## src/rtl/approx_mul_seq_ctrl.sv

```systemverilog
// approx_mul_seq_ctrl
// Sequencing controller for a 4x4 unsigned multiply built from one time-shared
// 2x2 cell. Operands arrive over a valid/ready handshake. Four partial
// products are shifted and accumulated, one per cycle. The 8-bit product
// leaves over a second valid/ready handshake.
// Timing: the accepting edge enters RUN. The next four edges execute steps 0..3.
// One further edge registers the product and enters DONE, so out_valid rises
// 5 edges after acceptance.
module approx_mul_seq_ctrl #(
  parameter bit APPROX = 1'b1
) (
  input  logic       clk,
  input  logic       rst,
  input  logic       abort,
  input  logic       in_valid,
  output logic       in_ready,
  input  logic [3:0] in_x,
  input  logic [3:0] in_y,
  output logic       out_valid,
  input  logic       out_ready,
  output logic [7:0] out_p,
  output logic       busy
);

  typedef enum logic [1:0] {
    IDLE = 2'd0,
    RUN  = 2'd1,
    DONE = 2'd2
  } state_t;

  // Step value at which all four partial products are in acc.
  localparam logic [2:0] STEP_LAST = 3'd4;

  state_t     state;
  state_t     state_nxt;
  logic [3:0] x_q;
  logic [3:0] y_q;
  logic [7:0] acc;
  logic [2:0] step;
  logic       accept;
  logic [1:0] cell_a;
  logic [1:0] cell_b;
  logic [3:0] cell_c;
  logic [2:0] shamt;
  logic [7:0] pp;

  // The ready signal is purely a function of state, out_ready and abort.
  // Abort blocks any acceptance in the same cycle.
  assign in_ready  = ~abort & ((state == IDLE) | ((state == DONE) & out_ready));
  assign accept    = in_valid & in_ready;
  assign out_valid = (state == DONE);
  assign busy      = (state != IDLE);

  // Operand selection for the current step.
  // step[1] picks the x half, step[0] picks the y half, and the shift equals
  // twice the number of upper halves selected.
  always_comb begin
    cell_a = step[1] ? x_q[3:2] : x_q[1:0];
    cell_b = step[0] ? y_q[3:2] : y_q[1:0];
    shamt  = {step[1] & step[0], step[1] ^ step[0], 1'b0};
  end

  // 2x2 cell, approximate or exact depending on APPROX.
  generate
    if (APPROX) begin : g_approx
      assign cell_c = {1'b0,
                       cell_a[1] & cell_b[1],
                       (cell_a[0] & cell_b[1]) | (cell_a[1] & cell_b[0]),
                       cell_a[1] & cell_b[0]};
    end else begin : g_exact
      assign cell_c = {2'b00, cell_a} * {2'b00, cell_b};
    end
  endgenerate

  assign pp = {4'b0000, cell_c} << shamt;

  // Next-state logic. An abort overrides every other transition.
  always_comb begin
    // NOTE: default first, so no path leaves state_nxt unassigned and no latch is inferred.
    state_nxt = state;
    unique case (state)
      IDLE: if (accept) state_nxt = RUN;
      RUN:  if (step == STEP_LAST) state_nxt = DONE;
      DONE: if (out_ready) state_nxt = accept ? RUN : IDLE;
      default: state_nxt = IDLE;
    endcase
    if (abort) state_nxt = IDLE;
  end

  // State register.
  always_ff @(posedge clk or posedge rst) begin
    // NOTE: sequential state uses non-blocking assignments, so every register samples pre-edge values.
    if (rst) state <= IDLE;
    else     state <= state_nxt;
  end

  // Operand latch, step counter, accumulator and product register.
  always_ff @(posedge clk or posedge rst) begin
    // NOTE: the operand latches are reset even though acceptance always
    // overwrites them before use. This keeps the datapath deterministic
    // straight out of reset.
    if (rst) begin
      x_q   <= '0;
      y_q   <= '0;
      acc   <= '0;
      step  <= '0;
      out_p <= '0;
    end else if (abort) begin
      acc  <= '0;
      step <= '0;
    end else if (accept) begin
      x_q  <= in_x;
      y_q  <= in_y;
      acc  <= '0;
      step <= '0;
    end else if (state == RUN) begin
      if (step == STEP_LAST) begin
        out_p <= acc;
      end else begin
        acc  <= acc + pp;
        step <= step + 3'd1;
      end
    end
  end

endmodule

```

## config.mk

```make
export PLATFORM = sky130hd
export DESIGN_NAME = approx_mul_seq_ctrl
export DESIGN_NICKNAME = d
export VERILOG_FILES = /design/src/rtl/approx_mul_seq_ctrl.sv
export SDC_FILE = /design/constraint.sdc
export NUM_CORES = 1
export LEC_CHECK = 0
export ABC_AREA = 1
export CAP_MARGIN = 20
export CORE_ASPECT_RATIO = 1.2
export CORE_MARGIN = 2
export CORE_UTILIZATION = 40
export CTS_CLUSTER_SIZE = 12
export DETAILED_ROUTE_END_ITERATION = 10
export PLACE_DENSITY_LB_ADDON = 0.3
export SYNTH_ARGS = -nofsm -noshare
export SYNTH_HDL_FRONTEND = slang
export SYNTH_SLANG_ARGS = --single-unit
```

## constraint.sdc

```tcl
create_clock -name clk -period 5.37 [get_ports clk]
set_input_delay 0.8055 -clock clk [delete_from_list [all_inputs] [get_ports clk]]
set_output_delay 0.8055 -clock clk [all_outputs]
set_load 0.05 [all_outputs]
```

==> impl_metrics.yaml, run 1 <==
critical_path:
  cp-endpoint: "in_ready"
  worst_setup_path_end_kind: "primary output"
  r2r_start: "step[0]$_DFFE_PP0P_"
  cp_max_fo: 3
  critical_path.startpoint: "abort"
  arrival_ns: 2.33
  rrSetupSlack_ns: 2.88
  critPathLaunchType: "input pin"
  worst-setup-path-type: "input pin to primary output"
  rr_worst_depth: 13
  timing.rr.end: "acc[7]$_DFFE_PP0P_"
  cp.required_ns: 4.56
synth:
  ys_types: 30
  synth.net_count: 212
  synth_edf_count: 0
  synth_area_um2: 1712
  ys_seq_area_frac: 0.4240
  ys_ff_latch: 29
  yosysWarningCount: 0
  syn_inst: 189
  synthFlopType: "dfrtp_1"
  async_reset_ff_frac: 1.000
  synth.avg_cell_area_um2: 9.056
timing:
  relSlewSlack: 0.5999
  finalSetupViolCount: 0
  drv_slew: 0
  finalSetupTns_ns: 0
  skew_ns: 0.004534
  rsz0062_at_grt: "no"
  period_needed_ns: 3.134
  tightest_slew_ns: 0.5996
  max_freq_mhz: 319.1
  hold_viol_final: 0
  finalCritPeriodShare: 0.5835
layout:
  fin_nets: 240
  areaGrowthSynthToFinish_pct: 21.20
  multi_input_area_um2: 853.3
  fillers: 418
  drive_gt1_frac: 0.1881
  n_antenna_cell: 0
  final_util: 0.4943
  register_area_um2: 725.7
clocking:
  clock_latency_ns: 0.28
  cts.clk_slew.worst_paths_ns: 0.06
  clock-root-buffer: "clkbuf_8"
  hold_buffers: 0
  clockBufferDepth: 2
  cts_inserted_buffers: 5
  post_cts_resized: 0
  htreeDepth: 2
  cts_setup_buffers: 0
  cts_tree: "done"
  cts.sinks: 29
detailed_routing:
  firstDrtPassIters: 4
  dr_total_vias: 1299
  drt-total-wl_mm: 3.061
  drc_errors: 0
  antenna_left: 0
  via_per_inst: 4.741
  routedWlPerCell_um: 11.17
  drt_iter0_markers: 25
place:
  hpwl_mm: 2.410
  place_congestion: 0.8131
  io_buffers: 23
global_route:
  grt.overflow.total: 0
  grt_pass1_wl_mm: 5.561
  grt_usage: 0.1524
  grt_max_degree: 17
  antenna_found_initial: 0
  grt_pass1_vias: 1282
run_status:
  status: "completed"
pwr:
  pwr_density_cell_nw_per_um2: 270.3
  vdd_drop_max_mv: 0.1617
  p_leak_nw: 1.056
floorplan:
  die_x_um: 63.72
  num_rows: 26
  die-area_um2: 4821
  start_util: 0.4079
  die_y_um: 75.66
  pin_count: 24
  core_region_area_um2: 4197
run:
  drv_cap: 0
worst_hold_path:
  min_path_type: "register to register"
  hp-start: "out_p[4]$_DFFE_PP0P_"
per-layer routing:
metal  track usage  wire, µm  vias up
met5             0         0        -
li1              -         -      672
met2        0.2865      1551       20
met4       0.07971        67        0
met1        0.1668      1366      599
met3       0.02659        75        8
power breakdown:
group	internal [mW]	total, mW	switching, mW	leakage, nW
Sequential	0.238	0.251	0.0131	0.385
Combinational	0.0607	0.138	0.0772	0.626
Clock	0.0895	0.172	0.0823	0.0450
through the flow:
step           power, mW  hold slack (ns)  instances  worst slack [ns]  cell area, µm²
2_1_floorplan     0.3593           0.4708        189             3.188            1712
3_3_place_gp      0.3898           0.4646        265             2.242            1977
3_5_place_dp      0.3933           0.4688        266             2.237            1992
4_1_cts           0.5668           0.4839        274             2.225            2074
5_1_grt           0.5995           0.4969        274             2.211            2074
6_report          0.5608           0.4787        274             2.236            2074
state kept, by name (all words and copies together) (netlist names):
register  flops
acc           8
out_p         8
y_q           4
x_q           4
step          3
state         2
synth_stat cells (2+ instances only):
cell type | instances | area, µm²
nor2_4 | 2 | 22.52
inv_2 | 6 | 22.52
nand2_4 | 2 | 22.52
nand4_1 | 2 | 12.51
o21ai_0 | 7 | 35.03
inv_1 | 20 | 75.07
a31oi_1 | 3 | 18.77
dfrtp_1 | 29 | 725.7
nor2_1 | 11 | 41.29
mux2_4 | 9 | 135.1
ha_1 | 9 | 112.6
nand2_1 | 46 | 172.7
o21ai_2 | 9 | 78.83
o22ai_1 | 4 | 25.02
nand3_1 | 8 | 40.04
nor3_1 | 2 | 10.01
nand2_2 | 3 | 18.77
a21oi_1 | 5 | 25.02
how the worst min path moves through the flow:
stage / to / cells past startpoint
after floorplan: acc[7]$_DFFE_PP0P_ / 2
after global placement: out_p[6]$_DFFE_PP0P_ / 2
after detailed placement: out_p[2]$_DFFE_PP0P_ / 2
after CTS: out_p[4]$_DFFE_PP0P_ / 2
after global routing: out_p[3]$_DFFE_PP0P_ / 2
final: out_p[4]$_DFFE_PP0P_ / 2
critical path, cell delays in order:
cell,delay (ns)
clkdlybuf4s50_1,0.52
nor2_4,0.19
clkdlybuf4s50_1,0.82
cell type report:
cell class	instances	area share
Multi-Input combinational cell	131	0.4113
Sequential cell	29	0.3498
Timing Repair Buffer	24	0.1182
Inverter	26	0.04704
Clock buffer	6	0.03498
Tap cell	56	0.03378
Clock inverter	2	0.004825
layout by cell type (no fill, tap or decap), types with 2 or more instances in the layout:
master            n
nand4_1           2
nand3_1           8
clkinv_2          2
nand2_4           2
nand2_1          46
inv_2             6
inv_1            20
mux2_4            9
nor2_4            2
a31oi_1           3
o22ai_1           4
o21ai_2           9
nor3_1            2
ha_1              9
a21oi_1           5
nand2_2           3
o21ai_0           7
nor2_1           11
clkdlybuf4s50_1  23
clkbuf_8          5
dfrtp_1          29
cells by family after synthesis:
family                   share of synthesized area
AO/OA/AOI/OAI                               0.1199
XOR/XNOR                                   0.01024
adder cells (fa/ha/maj)                    0.07749
buffers and inverters                      0.07748
flip-flops                                  0.4240
multiplexers                               0.07895
AND/OR/NAND/NOR                             0.2120
Note: power is estimated with default switching activity, not from simulation.
==> inputs of run 2 (changes only) <==
==> constraint.sdc (replaced) <==
create_clock -name clk -period 2.8 [get_ports clk]
set_input_delay 0.42 -clock clk [delete_from_list [all_inputs] [get_ports clk]]
set_output_delay 0.42 -clock clk [all_outputs]
set_load 0.05 [all_outputs]
==> impl_metrics.yaml, run 2 (same netlist as run 1, synthesis figures left out) <==
run_status:
  status: "completed"
clocking:
  cts_setup_buffers: 0
  cts.clk_slew.worst_paths_ns: 0.06
  clockBufferDepth: 2
  cts_inserted_buffers: 5
  htreeDepth: 2
  post_cts_resized: 0
  clock_latency_ns: 0.28
  cts_tree: "done"
  cts.sinks: 29
  hold_buffers: 0
  clock-root-buffer: "clkbuf_8"
pwr:
  swShare: 0.2963
  p_int_uw: 766.7
  p_leak_nw: 1.052
  p_sw_uw: 322.8
  total_power_mw: 1.090
  p_seq_frac: 0.443
  p_comb_frac: 0.244
  vdd_drop_max_mv: 0.3058
  pwr_density_cell_nw_per_um2: 526.1
  power_frac_clock: 0.313
timing:
  max_freq_mhz: 407.1
  tightest_slew_ns: 0.4933
  hold_viol_final: 0
  finalSetupTns_ns: 0
  rsz0062_at_grt: "no"
  period_needed_ns: 2.456
  relSlewSlack: 0.6701
  finalSetupViolCount: 0
  drv_slew: 0
  skew_ns: 0.006711
  fin_hold_ws_ns: 0.4780
  finalCritPeriodShare: 0.8772
floorplan:
  die_y_um: 75.66
  num_rows: 26
  pin_count: 24
  start_util: 0.4079
  core_region_area_um2: 4197
  die-area_um2: 4821
  die_x_um: 63.72
detailed_routing:
  drt_iter0_markers: 29
  firstDrtPassIters: 4
  drt-total-wl_mm: 3.103
  antenna_left: 0
  routedWlPerCell_um: 11.37
  dr_total_vias: 1297
  via_per_inst: 4.751
  drc_errors: 0
layout:
  layout_commonest_cell: "nand2_1"
  areaGrowthSynthToFinish_pct: 20.98
  fillers: 397
  n_antenna_cell: 0
  fin_nets: 240
  top_regs: "acc x8, out_p x8"
  layout_common_cells: "nand2_1 (46), dfrtp_1 (29), clkdlybuf4s50_1 (23)"
  stdcell_count: 273
  final_util: 0.4934
  drive_gt1_frac: 0.1843
global_route:
  use_met3: 0.04136
  antenna_found_initial: 0
  grt_pass1_vias: 1276
  use_met1: 0.1764
  grt.overflow.total: 0
  grt_pass1_wl_mm: 5.623
  grt_max_degree: 30
  grt_usage: 0.1515
  grt_use_met2: 0.2737
  top_usage_layer: "met2"
place:
  dpl.cell_count: 266
  hpwl_mm: 2.374
  io_buffers: 23
  place_congestion: 0.8619
critical_path:
  crit_buf_inv: 2
  worst-setup-path-type: "register to register"
  cp.required_ns: 2.96
  worst_setup_path_end_kind: "register"
  arrival_ns: 2.62
  critPathTopFamily: "adder cells"
  crit_path_max_incr_delay_ns: 0.40
  crit_slowest_cell: "dfrtp_1"
  worstPathCellList: "inv_2 > ha_1 > inv_1 > nand3_1 > a22oi_1 > ha_1 > a21o_1 > nand2_1 > nand2_1 > a21oi_1 > nand3_1 > nand3_1 > nand2_1"
  critPathLaunchType: "register"
  cp_max_fo: 6
worst_hold_path:
  min_path_type: "register to register"
run:
  drv_cap: 0
==> run 2: changes by cell type in the layout (fill, tap and decap cells not counted), sizes merged <==
cell    change
clkbuf      +1
clkinv      -2
==> run 2: through the flow <==
stage / instance area, µm² / setup slack (ns)
2_1_floorplan: 1712 / 0.6181
3_3_place_gp: 1984 / 0.4363
3_5_place_dp: 1984 / 0.3869
4_1_cts: 2071 / 0.3527
5_1_grt: 2071 / 0.09663
6_report: 2071 / 0.3438
==> run 2: area by class of cell <==
type,count,area (µm²),area share
Clock buffer,7,86.33,0.04169
Inverter,26,97.59,0.04713
Multi-Input combinational cell,131,853.3,0.4121
Sequential cell,29,725.7,0.3505
Tap cell,56,70.07,0.03384
Timing Repair Buffer,24,237.7,0.1148
==> run 2: per-layer routing <==
metal,vias to the layer above,part of all wire
met4,0,0.019
met3,8,0.034
met2,22,0.50
met1,599,0.45
li1,668,-
met5,-,0
==> run 2: power groups by stage <==
stage	clock (mW)	sequential (mW)	combinational, mW
2_1_floorplan	0	0.482	0.207
3_3_place_gp	0	0.490	0.263
3_5_place_dp	0	0.490	0.268
4_1_cts	0.352	0.483	0.268
5_1_grt	0.375	0.489	0.297
6_report	0.342	0.482	0.266
==> run 2: worst reg2reg max path: cells and delay by family, from the launching register on <==
| family | cells | cell delay [ns] |
|---|---|---|
| and+or+nand+nor | 6 | 0.46 |
| buffers and inverters | 2 | 0.25 |
| adders and majority gates | 2 | 0.66 |
| AOI/OAI and AO/OA | 3 | 0.58 |
| DFF | 1 | 0.40 |
==> run 2: path summary, 6_finish.rpt <==
check | from | endpoint | slack, ns | cells after the start
setup / recovery | step[0]$_DFFE_PP0P_ | acc[7]$_DFFE_PP0P_ | 0.34 | 13
hold / removal | out_p[1]$_DFFE_PP0P_ | out_p[1]$_DFFE_PP0P_ | 0.48 | 2
hold reg to reg | out_p[1]$_DFFE_PP0P_ | out_p[1]$_DFFE_PP0P_ | 0.48 | 2
max in group asynchronous | rst | acc[1]$_DFFE_PP0P_ | 2.02 | 3
min in group asynchronous | rst | state[1]$_DFFE_PP0P_ | 0.50 | 3
setup reg to reg | step[0]$_DFFE_PP0P_ | acc[7]$_DFFE_PP0P_ | 0.34 | 13
==> inputs of run 3 (changes only) <==
==> constraint.sdc (replaced) <==
create_clock -name clk -period 2.33 [get_ports clk]
set_input_delay 0.3495 -clock clk [delete_from_list [all_inputs] [get_ports clk]]
set_output_delay 0.3495 -clock clk [all_outputs]
set_load 0.005 [all_outputs]
==> impl_metrics.yaml, run 3 (same netlist as run 1, synthesis figures left out) <==
run:
  drv_cap: 0
clocking:
  htreeDepth: 2
  cts_inserted_buffers: 5
  cts_tree: "done"
  clockBufferDepth: 2
  cts.sinks: 29
  clock_latency_ns: 0.28
  clock-root-buffer: "clkbuf_8"
  hold_buffers: 0
  cts.clk_slew.worst_paths_ns: 0.07
timing:
  timing.final.ws_setup_ns: 0.1168
  drv_slew: 0
  relSlewSlack: 0.7630
  tightest_slew_ns: 0.3555
  period_needed_ns: 2.213
  max_freq_mhz: 451.8
  hold_viol_final: 0
  skew_ns: 0.003859
  finalCritPeriodShare: 0.9499
  finalSetupViolCount: 0
global_route:
  grt_usage: 0.1528
  antenna_found_initial: 0
  grt_pass1_wl_mm: 5.402
  grt_max_degree: 30
  grt.overflow.total: 0
  grt_pass1_vias: 1215
critical_path:
  crit_slowest_cell: "dfrtp_1"
  worst_setup_path_end_kind: "register"
  crit_buf_inv: 2
  critPathLaunchType: "register"
  r2r_start: "step[0]$_DFFE_PP0P_"
  critPathTopFamily: "simple AND/OR/NAND/NOR gates"
  cp_max_fo: 4
  crit_path_max_incr_delay_ns: 0.41
  arrival_ns: 2.39
  cp.required_ns: 2.51
  rr_worst_depth: 15
  worstPathCellList: "inv_2 > buf_4 > nand2_2 > nand2_2 > nand2_2 > nor2_1 > a31oi_1 > nor2_1 > ha_1 > nand3_1 > nand3_2 > a21oi_2 > nand3_1 > nand3_1 > nand2_1"
  worst-setup-path-type: "register to register"
  timing.rr.end: "acc[7]$_DFFE_PP0P_"
  rrSetupSlack_ns: 0.12
detailed_routing:
  routedWlPerCell_um: 11.78
  antenna_left: 0
  drc_errors: 0
  via_per_inst: 4.833
  dr_total_vias: 1358
  firstDrtPassIters: 4
  drt-total-wl_mm: 3.311
  drt_iter0_markers: 31
layout:
  drive_gt1_frac: 0.2889
  layout_commonest_cell: "nand2_1"
  n_antenna_cell: 0
  stdcell_count: 281
  fin_area_um2: 2201
  fin_nets: 247
  layout_common_cells: "nand2_1 (41), dfrtp_1 (29), clkdlybuf4s50_1 (23)"
  top_regs: "acc x8, out_p x8"
  areaGrowthSynthToFinish_pct: 28.58
floorplan:
  start_util: 0.4079
  num_rows: 26
  die-area_um2: 4821
  die_y_um: 75.66
  die_x_um: 63.72
  core_region_area_um2: 4197
  pin_count: 24
place:
  hpwl_mm: 2.409
  dpl_cell_area_um2: 2014
  io_buffers: 23
  place_congestion: 0.8307
  dp_slack_ns: -0.04223
  dpl.cell_count: 270
pwr:
  p_comb_frac: 0.279
  total_power_mw: 1.378
  power_frac_clock: 0.299
  p_leak_nw: 1.093
  p_seq_frac: 0.422
  swShare: 0.3120
  p_sw_uw: 429.9
  pwr_density_cell_nw_per_um2: 626.0
  p_int_uw: 947.9
  vdd_drop_max_mv: 0.4172
run_status:
  status: "completed"
worst_hold_path:
  min_path_type: "input pin to async pin"
-- run 3: worst min-delay path: stages --
cell and delay, ns:
clkdlybuf4s50_1 0.39, inv_1 0.05, buf_4 0.32
-- run 3: through the flow --
| stage | setup TNS, ns | hold slack [ns] | utilization |
|---|---|---|---|
| after CTS | 0 | 0.4436 | 0.5027 |
| after floorplan | 0 | 0.4276 | - |
| after global routing | -0.03215 | 0.4758 | 0.5244 |
| final | 0 | 0.4250 | 0.5244 |
| after detailed placement | -0.04223 | 0.4671 | 0.4800 |
| after global placement | 0 | 0.4641 | 0.4800 |
-- run 3: metal layers --
layer  GRT usage  vias up  share of wire
met1      0.1717      632           0.43
met5           0        -              0
li1            -      687              -
met4     0.07246        0          0.027
met3     0.04431        8          0.040
met2      0.2713       31           0.50
-- run 3: worst max path at each step --
stage          cells past startpoint                  to           startpoint  slack [ns]
6_report                          15  acc[7]$_DFFE_PP0P_  step[0]$_DFFE_PP0P_        0.12
3_3_place_gp                      13  acc[7]$_DFFE_PP0P_  step[0]$_DFFE_PP0P_        0.03
5_1_grt                           15  acc[4]$_DFFE_PP0P_  step[0]$_DFFE_PP0P_       -0.02
3_5_place_dp                      13  acc[7]$_DFFE_PP0P_  step[0]$_DFFE_PP0P_       -0.04
2_1_floorplan                     13  acc[7]$_DFFE_PP0P_  step[0]$_DFFE_PP0P_        0.15
4_1_cts                           13  acc[7]$_DFFE_PP0P_  step[0]$_DFFE_PP0P_       0.004
-- run 3: power groups by stage --
stage | Combinational, mW | Clock [mW] | Sequential, mW
3_5_place_dp | 0.322 | 0 | 0.589
4_1_cts | 0.326 | 0.423 | 0.579
2_1_floorplan | 0.236 | 0 | 0.578
3_3_place_gp | 0.319 | 0 | 0.587
5_1_grt | 0.430 | 0.459 | 0.586
6_report | 0.385 | 0.412 | 0.581
-- run 3: timing repair --
| action | CTS | global route |
|---|---|---|
| setup buffers | 0 | 3 |
| resized for setup | 2 | 18 |
| setup endpoints to repair | 2 | 5 |
| pin swaps | 0 | 13 |
-- run 3: area by class of cell --
cell class / instances / area (µm²)
clock inverter: 3 / 22.52
tap: 56 / 70.07
clock buffer: 5 / 68.82
fill: 397 / 1996
inverter: 26 / 100.1
timing repair buffer: 31 / 290.3
sequential: 29 / 725.7
multi-input combinational: 131 / 923.4
==> patch 1: new RTL, config.mk and constraints of run 2 <==
Reset style: synchronous (`rst`), changed in 2 clocked blocks.
--- a/src/rtl/approx_mul_seq_ctrl.sv
+++ b/src/rtl/approx_mul_seq_ctrl.sv
@@ -89,5 +89,5 @@
 
   // State register.
-  always_ff @(posedge clk or posedge rst) begin
+  always_ff @(posedge clk) begin
     // NOTE: sequential state uses non-blocking assignments, so every register samples pre-edge values.
     if (rst) state <= IDLE;
@@ -96,5 +96,5 @@
 
   // Operand latch, step counter, accumulator and product register.
-  always_ff @(posedge clk or posedge rst) begin
+  always_ff @(posedge clk) begin
     // NOTE: the operand latches are reset even though acceptance always
     // overwrites them before use. This keeps the datapath deterministic
Behaviour: differs if rst is asserted again (counterexample within 4 cycles, from zero or initial values and one cycle with rst high); with rst held inactive, the same outputs for 10 cycles.
==> patch 1 against run 2 <==
- critical path type unchanged
- area after synthesis shrank 7.2%
- via count grew 10%
- final area shrank 5.2%
- setup slack gained 0.049 ns
- sequential cell count is the same
- wire length grew 2.6%
Power is not compared: it rests on default switching activity, and its combinational part moved more than twofold at a synthesized area within 25%.
==> patch 1: results (changes against run 2) <==
synthXorXnorAreaFrac_pct: 2.205  # was 1.023%
yosys-top-cells-count: "nand2_1 (54), dfxtp_1 (29), inv_1 (27)"  # was nand2_1 (46), dfrtp_1 (29), inv_1 (20)
synthAdderAreaFrac_pct: 8.346  # was 7.749%
yosysWarnings: 0  # unchanged
grt_start_max_net_pins: 13  # was 30
numPortBuffers: 23  # unchanged
n_antenna_cell: 0  # unchanged
grt_usage_pct: 16.65  # was 15.15%
grt_pass1_wl_um: 5575  # was 5623 um
cts_buffers: 5  # unchanged
worst_slew_pin_slew_ns: 0.4954  # was 0.4933 ns
power_leakage_nw: 0.8709
clock_skew_ns: 0.002985  # was 0.006711 ns
hpwl_um: 2481  # was 2374 um
seq_area_frac_synth_pct: 36.54  # was 42.40%
synth_area_per_cell_sq_um: 6.939  # was 9.056 sq um
drive_above_1_share_pct: 9.486  # was 18.43%
p_sw_mw: 0.2019
syn_nets: 252  # was 212
status: "finished clean"  # unchanged
hp-class: "flip-flop to flip-flop"  # unchanged
clk-insertion-delay-late_ns: 0.28  # about the same
pre_cts_slack_ns: 0.2793  # was 0.3869 ns
drt-total-wl_um: 3184  # was 3103 um
first_pass_iters: 6  # was 4
synthArstFlopShare_pct: 0  # was 100.0%
synthMuxAreaShare_pct: 0  # was 7.895%
place_inst: 299  # was 266
wl_per_cell_um: 10.37  # was 11.37 um
first_iter_violations: 54  # was 29
num_vias: 1427  # was 1297
fillers: 409  # was 397
gp_congestion: 0.8355  # was 0.8619
setup_viol: 0  # unchanged
worstPathArrival_ns: 2.59  # was 2.62 ns
reg_top3: "acc: 8 flops, out_p: 8 flops"  # unchanged
critical-path-slowest-cell: "dfxtp_1"  # was dfrtp_1
dpl_cell_area_sq_um: 1844  # was 1984 sq um
fin_nets: 275  # was 240
synth_flop_cell: "dfxtp_1"  # was dfrtp_1
synth_cell_type_count: 31  # was 30
synth_area_leaders: "dfxtp_1 (37%), nand2_1 (13%), a21oi_1 (7.6%), ha_1 (7.1%), inv_1 (6.4%)"  # was dfrtp_1 (42%), nand2_1 (10%), mux2_4 (7.9%), ha_1 (6.6%), o21ai_2 (4.6%)
synth_compound_area_share_pct: 14.09  # was 11.99%
patch 1: final cells by class:
| type | count | area (sq um) | area share, % |
|---|---|---|---|
| Clock buffer | 7 | 86.33 | 4.398 |
| Clock inverter | 1 | 30.03 | 1.530 |
| Inverter | 31 | 116.4 | 5.927 |
| Multi-Input combinational cell | 161 | 847.1 | 43.15 |
| Sequential cell | 29 | 580.6 | 29.57 |
| Tap cell | 54 | 67.56 | 3.442 |
| Timing Repair Buffer | 24 | 235.2 | 11.98 |
patch 1: timing repair:
action / in CTS / in global routing
resized for setup: 0 / 2
endpoints found under the setup margin: 0 / 2
setup buffers: 0 / 0
patch 1: cells by family after synthesis:
family                     count (synthesis)
AOI/OAI and AO/OA                         43
buffers and inverters                     39
xor gates and xnor gates                   4
and+or+nand+nor                          104
DFF                                       29
adders and majority gates                 10
patch 1: critical path, delay by kind of cell (launching register included):
family                     cells  cell delay [ns]
adders and majority gates      2             0.68
and+or+nand+nor                7             0.49
AOI/OAI and AO/OA              3             0.49
DFF                            1             0.39
buffers and inverters          3             0.25
patch 1: power groups by stage:
stage / Combinational (mW) / Clock [mW] / Sequential, mW
3_3_place_gp: 0.0710 / 0 / 0.434
6_report: 0.0708 / 0.447 / 0.425
4_1_cts: 0.0716 / 0.457 / 0.425
2_1_floorplan: 0.0456 / 0 / 0.433
3_5_place_dp: 0.0715 / 0 / 0.434
5_1_grt: 0.0796 / 0.478 / 0.425
patch 1: metal layers:
metal,up-vias,global-route usage [%],share of wire (%)
li1,777,-,-
met1,621,19.00,44
met2,24,27.60,51
met3,5,4.433,3.5
met4,0,8.747,1.4
met5,-,0,0
patch 1: final timing paths:
path | start | end | slack (ns) | cells past startpoint
hold / removal | x_q[3]$_SDFFE_PP0P_ | x_q[3]$_SDFFE_PP0P_ | 0.47 | 2
setup reg to reg | step[0]$_SDFFE_PP0P_ | acc[7]$_SDFFE_PP0P_ | 0.39 | 15
hold reg to reg | x_q[3]$_SDFFE_PP0P_ | x_q[3]$_SDFFE_PP0P_ | 0.47 | 2
setup / recovery | step[0]$_SDFFE_PP0P_ | acc[7]$_SDFFE_PP0P_ | 0.39 | 15
==> patch 2: new RTL, flow settings as in run 2 <==
Without the edit above. Set the parameter `APPROX` to 1'b0 (it was 1'b1).
--- a/src/rtl/approx_mul_seq_ctrl.sv
+++ b/src/rtl/approx_mul_seq_ctrl.sv
@@ -8,5 +8,5 @@
 // 5 edges after acceptance.
 module approx_mul_seq_ctrl #(
-  parameter bit APPROX = 1'b1
+  parameter bit APPROX = 1'b0
 ) (
   input  logic       clk,
Behaviour: not the same (Yosys sat finds a counterexample within 10 cycles, from zero or initial values and one cycle with rst high).
==> patch 2 against run 2 <==
- maximum frequency is 6.5% lower
- sequential cell count stayed put
- setup slack worse by 0.17 ns
- critical path depth is 1 higher
- wire length is 12% higher
- global-route usage is 0.73 points higher
- area after synthesis is 4.3% higher
- via count is 12% higher
- final area is 5.1% higher
- hold slack worse by 0.0038 ns
- final cell count is 12% higher
- total power is 1.8% lower
- sequential share of layout area is 1.7 points lower
- core utilization is 1.7 points higher
- largest power group unchanged
==> patch 2: results (changes against run 2) <==
met1_length_um: 1507  # was 1399 um
nNonClkBuffers: 26  # was 24
worst_slew_pin_slew_ns: 0.4942  # was 0.4933 ns
syn_nets: 245  # was 212
first_iter_violations: 63  # was 29
wl_met3_um: 129  # was 106 um
fillers: 420  # was 397
vias_per_cell: 4.748  # was 4.751
cpLargestDelayFamily: "adder cells"  # unchanged
dr_wl_met2_um: 1750  # was 1538 um
gp_congestion: 0.8466  # was 0.8619
buffer_area_share_pct: 12.08  # was 11.48%
yosys-top-cells-count: "nand2_1 (69), dfrtp_1 (29), inv_1 (27)"  # was nand2_1 (46), dfrtp_1 (29), inv_1 (20)
yosysWarnings: 0  # unchanged
drive_above_1_share_pct: 11.65  # was 18.43%
grtUsageMet2_pct: 27.94  # was 27.37%
synth_area_leaders: "dfrtp_1 (41%), nand2_1 (15%), ha_1 (7.7%), inv_1 (5.7%), nand3_1 (4.8%)"  # was dfrtp_1 (42%), nand2_1 (10%), mux2_4 (7.9%), ha_1 (6.6%), o21ai_2 (4.6%)
seq_area_share_pct: 33.35  # was 35.05%
synth_cell_type_count: 29  # was 30
clock_area_share_pct: 3.968  # was 4.169%
drt-total-wl_um: 3460  # was 3103 um
grt_pass1_wl_um: 6030  # was 5623 um
grt_usage_pct: 15.88  # was 15.15%
clkTransAtPathRegs_ns: 0.07
use_met3_pct: 4.839  # was 4.136%
dominant-cell-class: "multi-input gates"  # unchanged
ir_drop_mv: 0.2931  # was 0.3058 mV
synth_area_per_cell_sq_um: 8.116  # was 9.056 sq um
wl_per_cell_um: 11.34  # was 11.37 um
synthArstFlopShare_pct: 100.0  # unchanged
pre_cts_slack_ns: 0.04266  # was 0.3869 ns
fin_nets: 273  # was 240
seq_area_frac_synth_pct: 40.64  # was 42.40%
clock_buffers: 5  # was 7
clock_skew_ns: 0.005058  # was 0.006711 ns
multi_input_area_sq_um: 929.6  # was 853.3 sq um
power_leakage_nw: 1.150  # was 1.052 nW
place_inst: 296  # was 266
synth-seq-cells: 29  # unchanged
status: "finished clean"  # unchanged
num-nonclk-inverters: 27  # was 26
multi_input_gates: 159  # was 131
met1_usage_pct: 16.90  # was 17.64%
grt_pass1_vias: 1384  # was 1276
worst-path-max-fanout: 4  # was 6
h-tree-depth: 2  # unchanged
numPortBuffers: 23  # unchanged
hpwl_um: 2579  # was 2374 um
==> patch 2: per-stage QoR <==
stage	TNS (ns)	instance area (sq um)
2_1_floorplan	0	1785
3_3_place_gp	0	2074
3_5_place_dp	0	2074
4_1_cts	0	2161
5_1_grt	-0.008469	2176
6_report	0	2176
==> patch 2: path summary, 6_finish.rpt <==
| kind | end | startpoint | cells past startpoint | slack (ns) |
|---|---|---|---|---|
| setup / recovery | acc[7]$_DFFE_PP0P_ | step[0]$_DFFE_PP0P_ | 14 | 0.17 |
| setup reg to reg | acc[7]$_DFFE_PP0P_ | step[0]$_DFFE_PP0P_ | 14 | 0.17 |
| max in group asynchronous | y_q[0]$_DFFE_PP0P_ | rst | 3 | 2.03 |
| hold reg to reg | y_q[0]$_DFFE_PP0P_ | y_q[0]$_DFFE_PP0P_ | 2 | 0.47 |
| min in group asynchronous | out_p[1]$_DFFE_PP0P_ | rst | 3 | 0.49 |
| hold / removal | y_q[0]$_DFFE_PP0P_ | y_q[0]$_DFFE_PP0P_ | 2 | 0.47 |
==> patch 2: kinds of logic (layout without fill, tap and decap cells) <==
family                   Yosys count  after routing  share of synthesized area, %
buffers and inverters             32             61                         7.708
XOR/XNOR                           3              3                         1.472
adder cells (fa/ha/maj)           12             12                         8.830
multiplexers                       8              8                         5.956
flip-flops                        29             29                         40.64
AO/OA/AOI/OAI                     21             21                         6.378
AND/OR/NAND/NOR                  115            115                         29.01
==> patch 2: timing repair <==
action / CTS / global route
endpoints found under the hold margin: 0 / 0
setup buffers: 0 / 1
resized for setup: 0 / 4
endpoints found under the setup margin: 0 / 5
==> patch 2: report_power, final <==
| part | internal [mW] | total (mW) | switching, mW |
|---|---|---|---|
| combinational | 0.107 | 0.252 | 0.145 |
| sequential | 0.451 | 0.474 | 0.0233 |
| clock | 0.171 | 0.344 | 0.173 |
